<file path="src/rtl/bcd_enc_pkg.sv">
// Shared types and helpers for turning a one-hot grant vector into a BCD code.
package bcd_enc_pkg;

  localparam int BCD_W = 4;
  localparam int H_W   = 8;

  // One FIFO entry: the no-request marker plus the granted input index.
  typedef struct packed {
    logic             idle;
    logic [BCD_W-1:0] bcd;
  } bcd_entry_t;

  // Legal only when exactly one bit is set among the grant lines and idle.
  function automatic logic onehot_ok(input logic [H_W-1:0] h, input logic idle);
    logic [3:0] ones;
    ones = {3'b000, idle};
    for (int i = 0; i < H_W; i++) begin
      ones = ones + {3'b000, h[i]};
    end
    return ones == 4'd1;
  endfunction

  // Index of the set grant bit; on malformed input the lowest index wins so
  // the result is still well defined, but the caller is expected to drop it.
  function automatic bcd_entry_t onehot_to_bcd(input logic [H_W-1:0] h, input logic idle);
    bcd_entry_t e;
    e.idle = idle && (h == '0);
    e.bcd  = '0;
    for (int i = H_W - 1; i >= 0; i--) begin
      if (h[i]) e.bcd = BCD_W'(i);
    end
    return e;
  endfunction

endpackage

</file>
<file path="src/rtl/onehot_bcd_enc.sv">
// Combinational one-hot to BCD conversion with legality check.
module onehot_bcd_enc
  import bcd_enc_pkg::*;
(
  input  logic [7:0] h,
  input  logic       idle,
  output logic [3:0] bcd,
  output logic       bcd_idle,
  output logic       ok
);

  bcd_entry_t entry;

  // Convert the grant vector and flag whether it is well formed.
  // NOTE: every output of a combinational block is assigned on every path, so no latch is inferred.
  always_comb begin
    entry    = onehot_to_bcd(h, idle);
    bcd      = entry.bcd;
    bcd_idle = entry.idle;
    ok       = onehot_ok(h, idle);
  end

endmodule

</file>
<file path="src/rtl/onehot_bcd_buffer.sv">
// Registered stage: validates one-hot grants, encodes them to BCD and queues
// the codes in a small FIFO drained by a valid/ready consumer. Malformed
// samples are swallowed and latched into a sticky error flag.
module onehot_bcd_buffer
  import bcd_enc_pkg::*;
#(
  parameter int DEPTH = 4
) (
  input  logic                     clk,
  input  logic                     rst_n,
  input  logic [7:0]               h,
  input  logic                     idle,
  input  logic                     in_valid,
  output logic                     in_ready,
  output logic                     out_valid,
  input  logic                     out_ready,
  output logic [3:0]               out_bcd,
  output logic                     out_idle,
  output logic [$clog2(DEPTH):0]   count,
  output logic                     err_onehot,
  input  logic                     err_clr
);

  localparam int PTR_W = $clog2(DEPTH);
  localparam int CNT_W = PTR_W + 1;
  localparam logic [CNT_W-1:0] FULL_CNT = CNT_W'(DEPTH);

  bcd_entry_t       mem [DEPTH];
  bcd_entry_t       head;
  logic [PTR_W-1:0] wr_ptr;
  logic [PTR_W-1:0] rd_ptr;
  logic [CNT_W-1:0] cnt_q;

  logic [3:0] enc_bcd;
  logic       enc_idle;
  logic       enc_ok;

  logic accept;
  logic push;
  logic pop;
  logic bad;

  onehot_bcd_enc u_enc (
    .h        (h),
    .idle     (idle),
    .bcd      (enc_bcd),
    .bcd_idle (enc_idle),
    .ok       (enc_ok)
  );

  // Handshake decode; in_ready depends only on registered occupancy, so a
  // pop in the same cycle never opens a slot for a full stage.
  always_comb begin
    in_ready  = (cnt_q != FULL_CNT);
    out_valid = (cnt_q != '0);
    accept    = in_valid && in_ready;
    push      = accept && enc_ok;
    bad       = accept && !enc_ok;
    pop       = out_valid && out_ready;
  end

  // Pointers and occupancy; pointers wrap naturally at DEPTH (power of two).
  // NOTE: registered state uses non-blocking assignments so every flop samples pre-edge values.
  always_ff @(posedge clk or negedge rst_n) begin
    if (!rst_n) begin
      wr_ptr <= '0;
      rd_ptr <= '0;
      cnt_q  <= '0;
    end else begin
      if (push) wr_ptr <= wr_ptr + PTR_W'(1);
      if (pop)  rd_ptr <= rd_ptr + PTR_W'(1);
      unique case ({push, pop})
        2'b10:   cnt_q <= cnt_q + CNT_W'(1);
        2'b01:   cnt_q <= cnt_q - CNT_W'(1);
        default: cnt_q <= cnt_q;
      endcase
    end
  end

  // Entry storage, written only for well-formed accepted samples.
  // NOTE: storage has no reset; count and pointers alone decide which entries are live.
  always_ff @(posedge clk) begin
    if (push) begin
      mem[wr_ptr] <= '{idle: enc_idle, bcd: enc_bcd};
    end
  end

  // Sticky malformed-input flag; a new error outranks a same-cycle clear.
  always_ff @(posedge clk or negedge rst_n) begin
    if (!rst_n) begin
      err_onehot <= 1'b0;
    end else if (bad) begin
      err_onehot <= 1'b1;
    end else if (err_clr) begin
      err_onehot <= 1'b0;
    end
  end

  // Head presentation, forced to zero while the FIFO is empty.
  always_comb begin
    head     = mem[rd_ptr];
    out_bcd  = out_valid ? head.bcd  : '0;
    out_idle = out_valid ? head.idle : 1'b0;
    count    = cnt_q;
  end

endmodule

</file>
<file path="config.mk">
export PLATFORM = sky130hd
export DESIGN_NAME = onehot_bcd_buffer
export DESIGN_NICKNAME = d
export VERILOG_FILES = /design/src/rtl/bcd_enc_pkg.sv /design/src/rtl/onehot_bcd_enc.sv /design/src/rtl/onehot_bcd_buffer.sv
export SDC_FILE = /design/constraint.sdc
export NUM_CORES = 1
export LEC_CHECK = 0
export ABC_AREA = 1
export BUFFER_PORTS_ARGS = -buffer_cell sky130_fd_sc_hd__buf_2
export CORE_UTILIZATION = 25
export DETAILED_ROUTE_END_ITERATION = 8
export PLACE_DENSITY = 0.45
export SLEW_MARGIN = 30
export SYNTH_ARGS = -nofsm -noshare
export SYNTH_HDL_FRONTEND = slang
export SYNTH_SLANG_ARGS = --single-unit
</file>
<file path="constraint.sdc">
create_clock -name clk -period 2.3 [get_ports clk]
set_clock_uncertainty 0.2 [all_clocks]
set_input_delay 0.115 -clock clk [delete_from_list [all_inputs] [get_ports clk]]
set_output_delay 0.115 -clock clk [all_outputs]
set_load 0.05 [all_outputs]
</file>
* After elaboration in Yosys (flattened, before gate mapping)
Memories as Yosys holds them, arrays and structs flattened. Cells that the tools add are included.
Cells by class: add/sub/neg operators 12, muxes and demuxes 15, reduce and logical (&&, ||, !) cells 10, equality and inequality tests 4
Operator list (count):
- $add A4 B1 Y4 | 7
- $mux W3 | 8
- $logic_not A8 Y1 | 1
- $pmux W3 S2 | 1
- $logic_and A1 B1 Y1 | 5
- $mux W1 | 5
- $add A2 B1 Y2 const B | 2
- $eq A4 B1 Y1 const B | 1
- $mux W4 | 1
- $reduce_bool A2 Y1 | 2
- $add A3 B1 Y3 const B | 1
- $ne A3 B3 Y1 const B | 1
- $reduce_bool A3 Y1 | 1
- $sub A3 B1 Y3 const B | 1
- $add A1 B1 Y2 | 1
- $eq A2 B1 Y1 const B | 1
- $eq A2 B2 Y1 const B | 1
- $logic_not A1 Y1 | 1
Storage, ports and cells: flip-flop bits (word level) 8, output and inout bits 11, memories kept 1, memory bits (writable) 16, logic and storage cells 46, input bits 14
Memories:
- mem | words 4, width 4, rd ports 1, clocked after Yosys merged registers in 0, wr ports 1, line onehot_bcd_buffer.sv:28 | bcd_entry_t mem [DEPTH];

* Logic depth before layout (Yosys ltp)
Gate-level depths: netlist of the first run.
word-level depth 12, depth in mapped cells 19

* Modules after synthesis
From an unflattened synthesis of the first run, not the netlist that was laid out.
Unflattened totals: cells, all modules 187, area total of the unflattened synthesis 1670.4 um^2
By module, submodules not included:
- onehot_bcd_buffer | seq. area each 800.8 um^2, instances 1, cells an instance 140, area an instance 1356.3 um^2
- onehot_bcd_enc | seq. area each 0.0 um^2, instances 1, cells an instance 47, area an instance 314.1 um^2

* Least setup slack after synthesis of the first run
Ideal clock, no wire load.
path type in2reg, start in h[0], end reg cnt_q[2] (netlist: count[2]), buffers on the path 0, required time 1.969 ns, cell stages on the path 18, arrival 3.653 ns, path slack -1.683 ns, cell sequence ha_1 -> inv_1 -> fa_1 -> fa_1 -> fa_1 -> inv_1 -> ha_1 -> inv_1 -> fa_1 -> nand3b_1 -> nor2_2 -> nand3_4 -> ha_1 -> inv_1 -> fa_1 -> a21oi_1 -> o21ai_0 -> xor2_1
On the way: word-level cells in the longest chain between the ends 12, elaborated cells on any way between the ends 14
Ends and longest elaborated chain:
- start, declared | line onehot_bcd_buffer.sv:11 | input logic [7:0] h,
- $add A1 B1 Y2 (*) | line bcd_enc_pkg.sv:18 | ones = ones + {3'b000, h[i]};
- $add A4 B1 Y4 (*) (7 in a row) | line bcd_enc_pkg.sv:18
- $eq A4 B1 Y1 (*) | line bcd_enc_pkg.sv:20 | return ones == 4'd1;
- $logic_and A1 B1 Y1 (*) | line onehot_bcd_buffer.sv:57 | push = accept && enc_ok;
- $eq A2 B1 Y1 / $eq A2 B2 Y1 (equally long branches) | line onehot_bcd_buffer.sv:72 | unique case ({push, pop})
- $pmux W3 S2 / $reduce_bool A2 Y1 (equally long branches)
- end signal, assigned | line onehot_bcd_buffer.sv:73 | 2'b10: cnt_q <= cnt_q + CNT_W'(1);
- end signal, assigned | line onehot_bcd_buffer.sv:74 | 2'b01: cnt_q <= cnt_q - CNT_W'(1);
- end signal, assigned | line onehot_bcd_buffer.sv:75 | default: cnt_q <= cnt_q;
- end, declared | line onehot_bcd_buffer.sv:32 | logic [CNT_W-1:0] cnt_q;
Every way passes the cells marked *; elsewhere a longest branch is shown, timed or not. A chain may end at the register's enable or synchronous reset.

* Worst setup path in the final report of the first run
start in idle, end reg cnt_q[2] (netlist: count[2])
On the way: word-level cells in the longest chain between the ends 12, elaborated cells on any way between the ends 14
Ends and longest elaborated chain:
- start, declared | line onehot_bcd_buffer.sv:12 | input logic idle,
- $add A1 B1 Y2 (*) | line bcd_enc_pkg.sv:18
- $add A4 B1 Y4 (*) (7 in a row) | line bcd_enc_pkg.sv:18
- $eq A4 B1 Y1 (*) | line bcd_enc_pkg.sv:20
- $logic_and A1 B1 Y1 (*) | line onehot_bcd_buffer.sv:57
- $eq A2 B1 Y1 / $eq A2 B2 Y1 (equally long branches) | line onehot_bcd_buffer.sv:72
- $pmux W3 S2 / $reduce_bool A2 Y1 (equally long branches)
Marked as above.

==> results of run 1 <==
registers in the layout, indices dropped and copies added (netlist names):
signal,count
err_onehot,1
count,3
mem,16
wr_ptr,2
rd_ptr,2
critical path: stages:
cell and delay [ns]:
buf_6 0.10, ha_4 0.25, inv_2 0.03, fa_1 0.44, fa_1 0.51, fa_1 0.41
inv_1 0.07, ha_2 0.18, inv_2 0.04, fa_1 0.43, nand3b_1 0.14, nor2_4 0.05
nand3_4 0.08, ha_4 0.13, inv_2 0.04, fa_2 0.35, a21oi_2 0.14, o21ai_2 0.07
xor2_1 0.13
cells by family (layout without fill, tap and decap cells):
family / after synthesis / count (layout) / synth area share [%]
DFF: 24 / 24 / 46.06
AOI/OAI and AO/OA: 20 / 20 / 7.960
xor gates and xnor gates: 3 / 3 / 1.778
other: 1 / 1 / 0.2538
buffers and inverters: 33 / 89 / 9.145
adders and majority gates: 17 / 17 / 17.44
and+or+nand+nor: 55 / 55 / 17.36
per-stage QoR:
step	instance area (µm²)	utilization, %	std cells	hold WS, ns	setup TNS [ns]
final	2056	36.66	281	0.02336	-28.82
after global routing	2056	36.66	281	0.05360	-31.71
after CTS	1988	35.45	279	0.02648	-27.71
after detailed placement	1872	33.38	269	-0.2220	-36.10
after global placement	1872	33.38	269	-0.2239	-35.93
after floorplan	1513	-	153	-0.3806	-29.35
metal layers:
| metal | GRT usage (%) | share of wire (%) |
|---|---|---|
| met5 | 0 | 0 |
| met3 | 1.379 | 1.8 |
| met2 | 16.09 | 52 |
| met4 | 3.273 | 0 |
| met1 | 11.64 | 46 |
power breakdown:
part / internal (mW) / switching [mW] / leakage [nW]
logic: 0.484 / 0.887 / 0.696
clock network: 0.119 / 0.120 / 0.0231
registers: 0.548 / 0.116 / 0.241
total: 1.15 / 1.12 / 0.960
worst max-delay path by stage:
stage	from	end	depth (start not counted)
floorplan	idle	count[1]$_DFFE_PN0P_	16
finish	idle	count[2]$_DFFE_PN0P_	19
global placement	idle	count[1]$_DFFE_PN0P_	17
global route	idle	count[2]$_DFFE_PN0P_	19
detailed placement	idle	count[1]$_DFFE_PN0P_	17
CTS	idle	count[2]$_DFFE_PN0P_	19
what timing repair did:
item,4_1_cts,5_1_grt
hold endpoints to repair,10,0
hold buffers,3,0
buffers inserted,3,2
setup endpoints to repair,22,22
gates resized for setup,5,14
pin swaps,5,2
layout make-up:
class	count	area [µm²]	share of cell area [%]
well taps	72	90.09	4.382
clock buffers	3	41.29	2.009
inverters	31	116.4	5.660
multi-input cells	96	733.2	35.67
flip-flops and latches	24	680.7	33.11
clock inverters	1	3.754	0.1826
repair buffers	54	390.4	18.99
cell usage in the layout, fill, tap and decap left out, types with 8 or more instances in the layout:
master and instances:
inv_1 27, nor2_1 22, buf_4 22, buf_2 21
nand2_1 18, edfxtp_1 16, o21ai_0 8, ha_1 8
dfrtp_1 8, buf_6 8
==> impl_metrics.json, run 1 <==
{
  "timing.rr.start": "count[1]$_DFFE_PN0P_",
  "crit_type": "in2reg",
  "grt_overflow_total": 0,
  "synth_top_cell_by_area": "edfxtp_1",
  "pin_count": 25,
  "synth_top_area_share_pct": 32.51,
  "r2r-end": "count[2]$_DFFE_PN0P_",
  "drtPass1Iterations": 4,
  "antenna_found_initial": 0,
  "clk_latency_ns": 0.26,
  "pre_cts_ws_ns": -1.853,
  "hold_viol": 0,
  "irDropWorstVdd_v": 0.0007582,
  "dieArea_um2": 6222,
  "synthCells": 153,
  "yosysWarnings": 0,
  "cp.arrival_ns": 3.71,
  "cts-root-buf": "clkbuf_8",
  "critPathCaptureType": "flip-flop",
  "cts_tree": "yes",
  "min_path_type": "in2async",
  "htreeDepth": 1,
  "wl_per_cell_um": 9.456,
  "finalCritPeriodShare_pct": 163.3,
  "leakage_nw": 0.9600,
  "violations": "setup timing",
  "power_density_nw_per_um2": 1106,
  "synth_nets": 184,
  "drt-initial-drc-count": 20,
  "setup_slack_ns": -1.455,
  "die_y_um": 78.88,
  "rr_worst_depth": 9,
  "max-cap-violations": 0,
  "yosysSeqAreaShare_pct": 46.06,
  "vias": 1144,
  "drc": 0,
  "via_per_inst": 4.071,
  "cts_buffers": 3,
  "drt-total-wl_um": 2657,
  "grt_usage_pct": 9.254,
  "routabilityCongestion": 0.7456,
  "avgSynthCellArea_um2": 9.658,
  "min_period_ns": 3.755,
  "postRouteAntennaNets": 0,
  "synth_common_cells": "inv_1 (30), nor2_1 (26), nand2_1 (18), edfxtp_1 (16)",
  "cp_data_required_time_ns": 2.25,
  "diodes": 0,
  "synth.area.top_cells": "edfxtp_1 (33%), dfrtp_1 (14%), ha_1 (9.3%)",
  "die_w_um": 78.88,
  "n_fill_cell": 575,
  "grt_max_degree": 14,
  "drive_gt1_share_pct": 36.36,
  "areaGrowthSynthToFinish_pct": 39.12,
  "outcome": "complete, but fails checks",
  "synth_edf_count": 16,
  "core_um2": 5608,
  "fmax_ghz": 0.2663,
  "drv_slew": 0,
  "layout.nets": 241,
  "dp.final_hpwl_um": 2220,
  "crit_path_max_fanout": 2,
  "setup.worst_path.start_class": "input pin",
  "cts_buffer_depth": 2,
  "rsz0062_at_grt": "yes",
  "clkTransAtPathRegs_ns": 0.08,
  "setup_viol": 22,
  "grt_pass1_vias": 1021,
  "total_power_mw": 2.274,
  "syn_area_um2": 1478,
  "portBuffers": 23,
  "synth_most_common_cell": "inv_1",
  "synthFlopType": "edfxtp_1",
  "async_reset_ff_share_pct": 33.33,
  "synth-seq-cells": 24,
  "reg2reg_slack_ns": 0.32,
  "synth_cell_type_count": 25,
  "start_util_pct": 26.35,
  "grt_pass1_wl_um": 4443,
  "row_count": 27,
  "clock_sinks": 24
}
Power figures use the tool's default switching activity.
==> inputs of run 2 (changes only) <==
--- a/config.mk
+++ b/config.mk
@@ -7,9 +7,9 @@
 export LEC_CHECK = 0
 export ABC_AREA = 1
 export BUFFER_PORTS_ARGS = -buffer_cell sky130_fd_sc_hd__buf_2
-export CORE_UTILIZATION = 25
+export CORE_UTILIZATION = 50
 export DETAILED_ROUTE_END_ITERATION = 8
-export PLACE_DENSITY = 0.45
+export PLACE_DENSITY = 0.75
 export SLEW_MARGIN = 30
 export SYNTH_ARGS = -nofsm -noshare
 export SYNTH_HDL_FRONTEND = slang
==> run 2 against run 1 <==
The run still ends with setup timing left. Clock power rose by 11%. Sequential share of layout area rose by 1.0 points. Global-route usage rose by 11 points. Cell count fell by 16%. Maximum frequency fell by 0.83%. Critical endpoint is now count[1]$_DFFE_PN0P_. Highest routed layer unchanged.
==> impl_metrics.json, run 2 (synthesis results as in run 1) <==
{
  "min_from": "h[2]",
  "critPathSlowestCell": "fa_1",
  "grt_pass1_vias": 1152,
  "layout.nets": 237,
  "cp_cell_sequence": "buf_6, ha_4, inv_2, fa_1, fa_1, fa_1, inv_1, ha_2, inv_2, fa_1, nand3b_1, nor2_4, nand3_4, ha_4, inv_2, fa_2, o21ai_1",
  "clkTransAtPathRegs_ns": 0.15,
  "row_count": 19,
  "dp.final_hpwl_um": 2252,
  "met1_length_um": 1284,
  "drive_gt1_share_pct": 34.15,
  "p_comb_share_pct": 59.0,
  "final_common_cell": "inv_1",
  "timing.rr.start": "count[0]$_DFFE_PN0P_",
  "die_w_um": 56.36,
  "wl_met2_um": 1662,
  "outcome": "complete, but fails checks",
  "crit_start": "idle",
  "violations": "setup timing",
  "cp_data_required_time_ns": 2.35,
  "rsz0062_at_grt": "yes",
  "pin_count": 25,
  "final_util_pct": 71.75,
  "finalCritPeriodShare_pct": 164.6,
  "portBuffers": 23,
  "routabilityCongestion": 0.8269,
  "max-cap-violations": 0,
  "antenna_found_initial": 0,
  "cpPeakStageDelay_ns": 0.51,
  "wl_met3_um": 85,
  "setup.worst_path.start_class": "input pin",
  "start_util_pct": 53.13,
  "critPathCaptureType": "flip-flop",
  "pwr-share-seq_pct": 29.3,
  "power_density_nw_per_um2": 1143,
  "clkPwrFrac_pct": 11.6,
  "crit_type": "in2reg",
  "cts_tree": "yes",
  "clk_latency_ns": 0.32,
  "htreeDepth": 1,
  "fin_area_um2": 1996,
  "setup_slack_ns": -1.486,
  "regMostFlops": "mem",
  "worst-path-buf-inv": 5,
  "final_cell_mix": "inv_1 (27), nor2_1 (21), buf_2 (21), nand2_1 (16), edfxtp_1 (16)",
  "internal_power_mw": 1.129,
  "diodes": 0,
  "drt-initial-drc-count": 45,
  "switching_share_pct": 50.48,
  "grt_overflow_total": 0,
  "crit_path_max_fanout": 2,
  "setup_viol": 22,
  "cp.arrival_ns": 3.84,
  "power.switching_mw": 1.151,
  "irDropWorstVdd_v": 0.001184,
  "via_per_inst": 4.839,
  "drv_slew": 0,
  "drtPass1Iterations": 4,
  "placed_area_um2": 1783,
  "areaGrowthSynthToFinish_pct": 35.05,
  "n_fill_cell": 193,
  "grt_max_degree": 15,
  "cts_buffer_depth": 2,
  "cts_buffers": 3,
  "min_period_ns": 3.786,
  "cpMostUsedCell": "fa_1",
  "vias": 1142,
  "wl_per_cell_um": 12.84,
  "postRouteAntennaNets": 0,
  "core_um2": 2781,
  "min_path_type": "in2reg",
  "total_power_mw": 2.281,
  "fmax_ghz": 0.2641,
  "critPathTopFamily": "adder cells",
  "grt_pass1_wl_um": 4926,
  "drt-total-wl_um": 3031,
  "grt_usage_pct": 20.18,
  "cts-root-buf": "clkbuf_4",
  "die_y_um": 56.36,
  "leakage_nw": 0.9436,
  "largest_reg_flops": 16,
  "top_layer_used": "met3",
  "dieArea_um2": 3176,
  "drc": 0,
  "clock_sinks": 24,
  "hold_viol": 0
}
[run 2: cell types whose count changed in the layout (fill, tap and decap cells not counted), sizes merged]
cell         previous run  this run
clkbuf                  3         4
buf                    51        43
clkinv                  1         0
dlygate4sd3             3         7
[run 2: timing repair]
action	CTS	global route
hold buffers	7	0
buffers inserted	1	2
endpoints found under the setup margin	22	22
resized for setup	12	10
hold endpoints to repair	18	0
pin swaps	6	2
[run 2: stage by stage]
stage / hold slack [ns] / setup slack, ns / TNS [ns] / instances
finish: 0.06712 / -1.486 / -26.94 / 236
global route: 0.07307 / -1.563 / -28.72 / 236
CTS: 0.07044 / -1.446 / -26.76 / 235
detailed placement: -0.2262 / -1.867 / -36.47 / 223
global placement: -0.2343 / -1.796 / -35.37 / 223
floorplan: -0.3806 / -1.639 / -29.35 / 153
[run 2: path summary, 6_finish.rpt]
check / cells after the start / slack, ns / to
min in group asynchronous: 3 / 0.58 / rd_ptr[1]$_DFFE_PN0P_
setup reg to reg: 10 / 0.31 / count[2]$_DFFE_PN0P_
setup / recovery: 17 / -1.49 / count[1]$_DFFE_PN0P_
max in group asynchronous: 3 / 1.03 / wr_ptr[1]$_DFFE_PN0P_
hold reg to reg: 2 / 0.33 / err_onehot$_DFFE_PN0P_
hold / removal: 4 / 0.07 / mem[0][0]$_DFFE_PP_
[run 2: tightest hold or removal path: stages]
cell and delay, ns:
buf_2 0.10, inv_1 0.06, nand2_1 0.06, a21oi_1 0.10
[run 2: layer usage]
| layer | vias to the layer above | GRT usage, % |
|---|---|---|
| li1 | 582 | - |
| met1 | 537 | 23.77 |
| met2 | 23 | 38.44 |
| met3 | 0 | 3.226 |
| met4 | 0 | 4.181 |
| met5 | - | 0 |
[run 2: layout make-up]
cell class | count | area (µm²) | area share, %
well taps | 31 | 38.79 | 1.944
clock buffers | 4 | 47.55 | 2.382
multi-input cells | 96 | 742.0 | 37.18
flip-flops and latches | 24 | 680.7 | 34.11
repair buffers | 50 | 370.4 | 18.56
inverters | 31 | 116.4 | 5.831
[run 2: power groups by stage]
stage / clock network, mW / logic, mW / registers, mW
2_1_floorplan: 0 / 0.853 / 0.757
3_3_place_gp: 0 / 1.20 / 0.663
3_5_place_dp: 0 / 1.25 / 0.669
4_1_cts: 0.263 / 1.30 / 0.662
5_1_grt: 0.286 / 1.47 / 0.686
6_report: 0.266 / 1.35 / 0.669
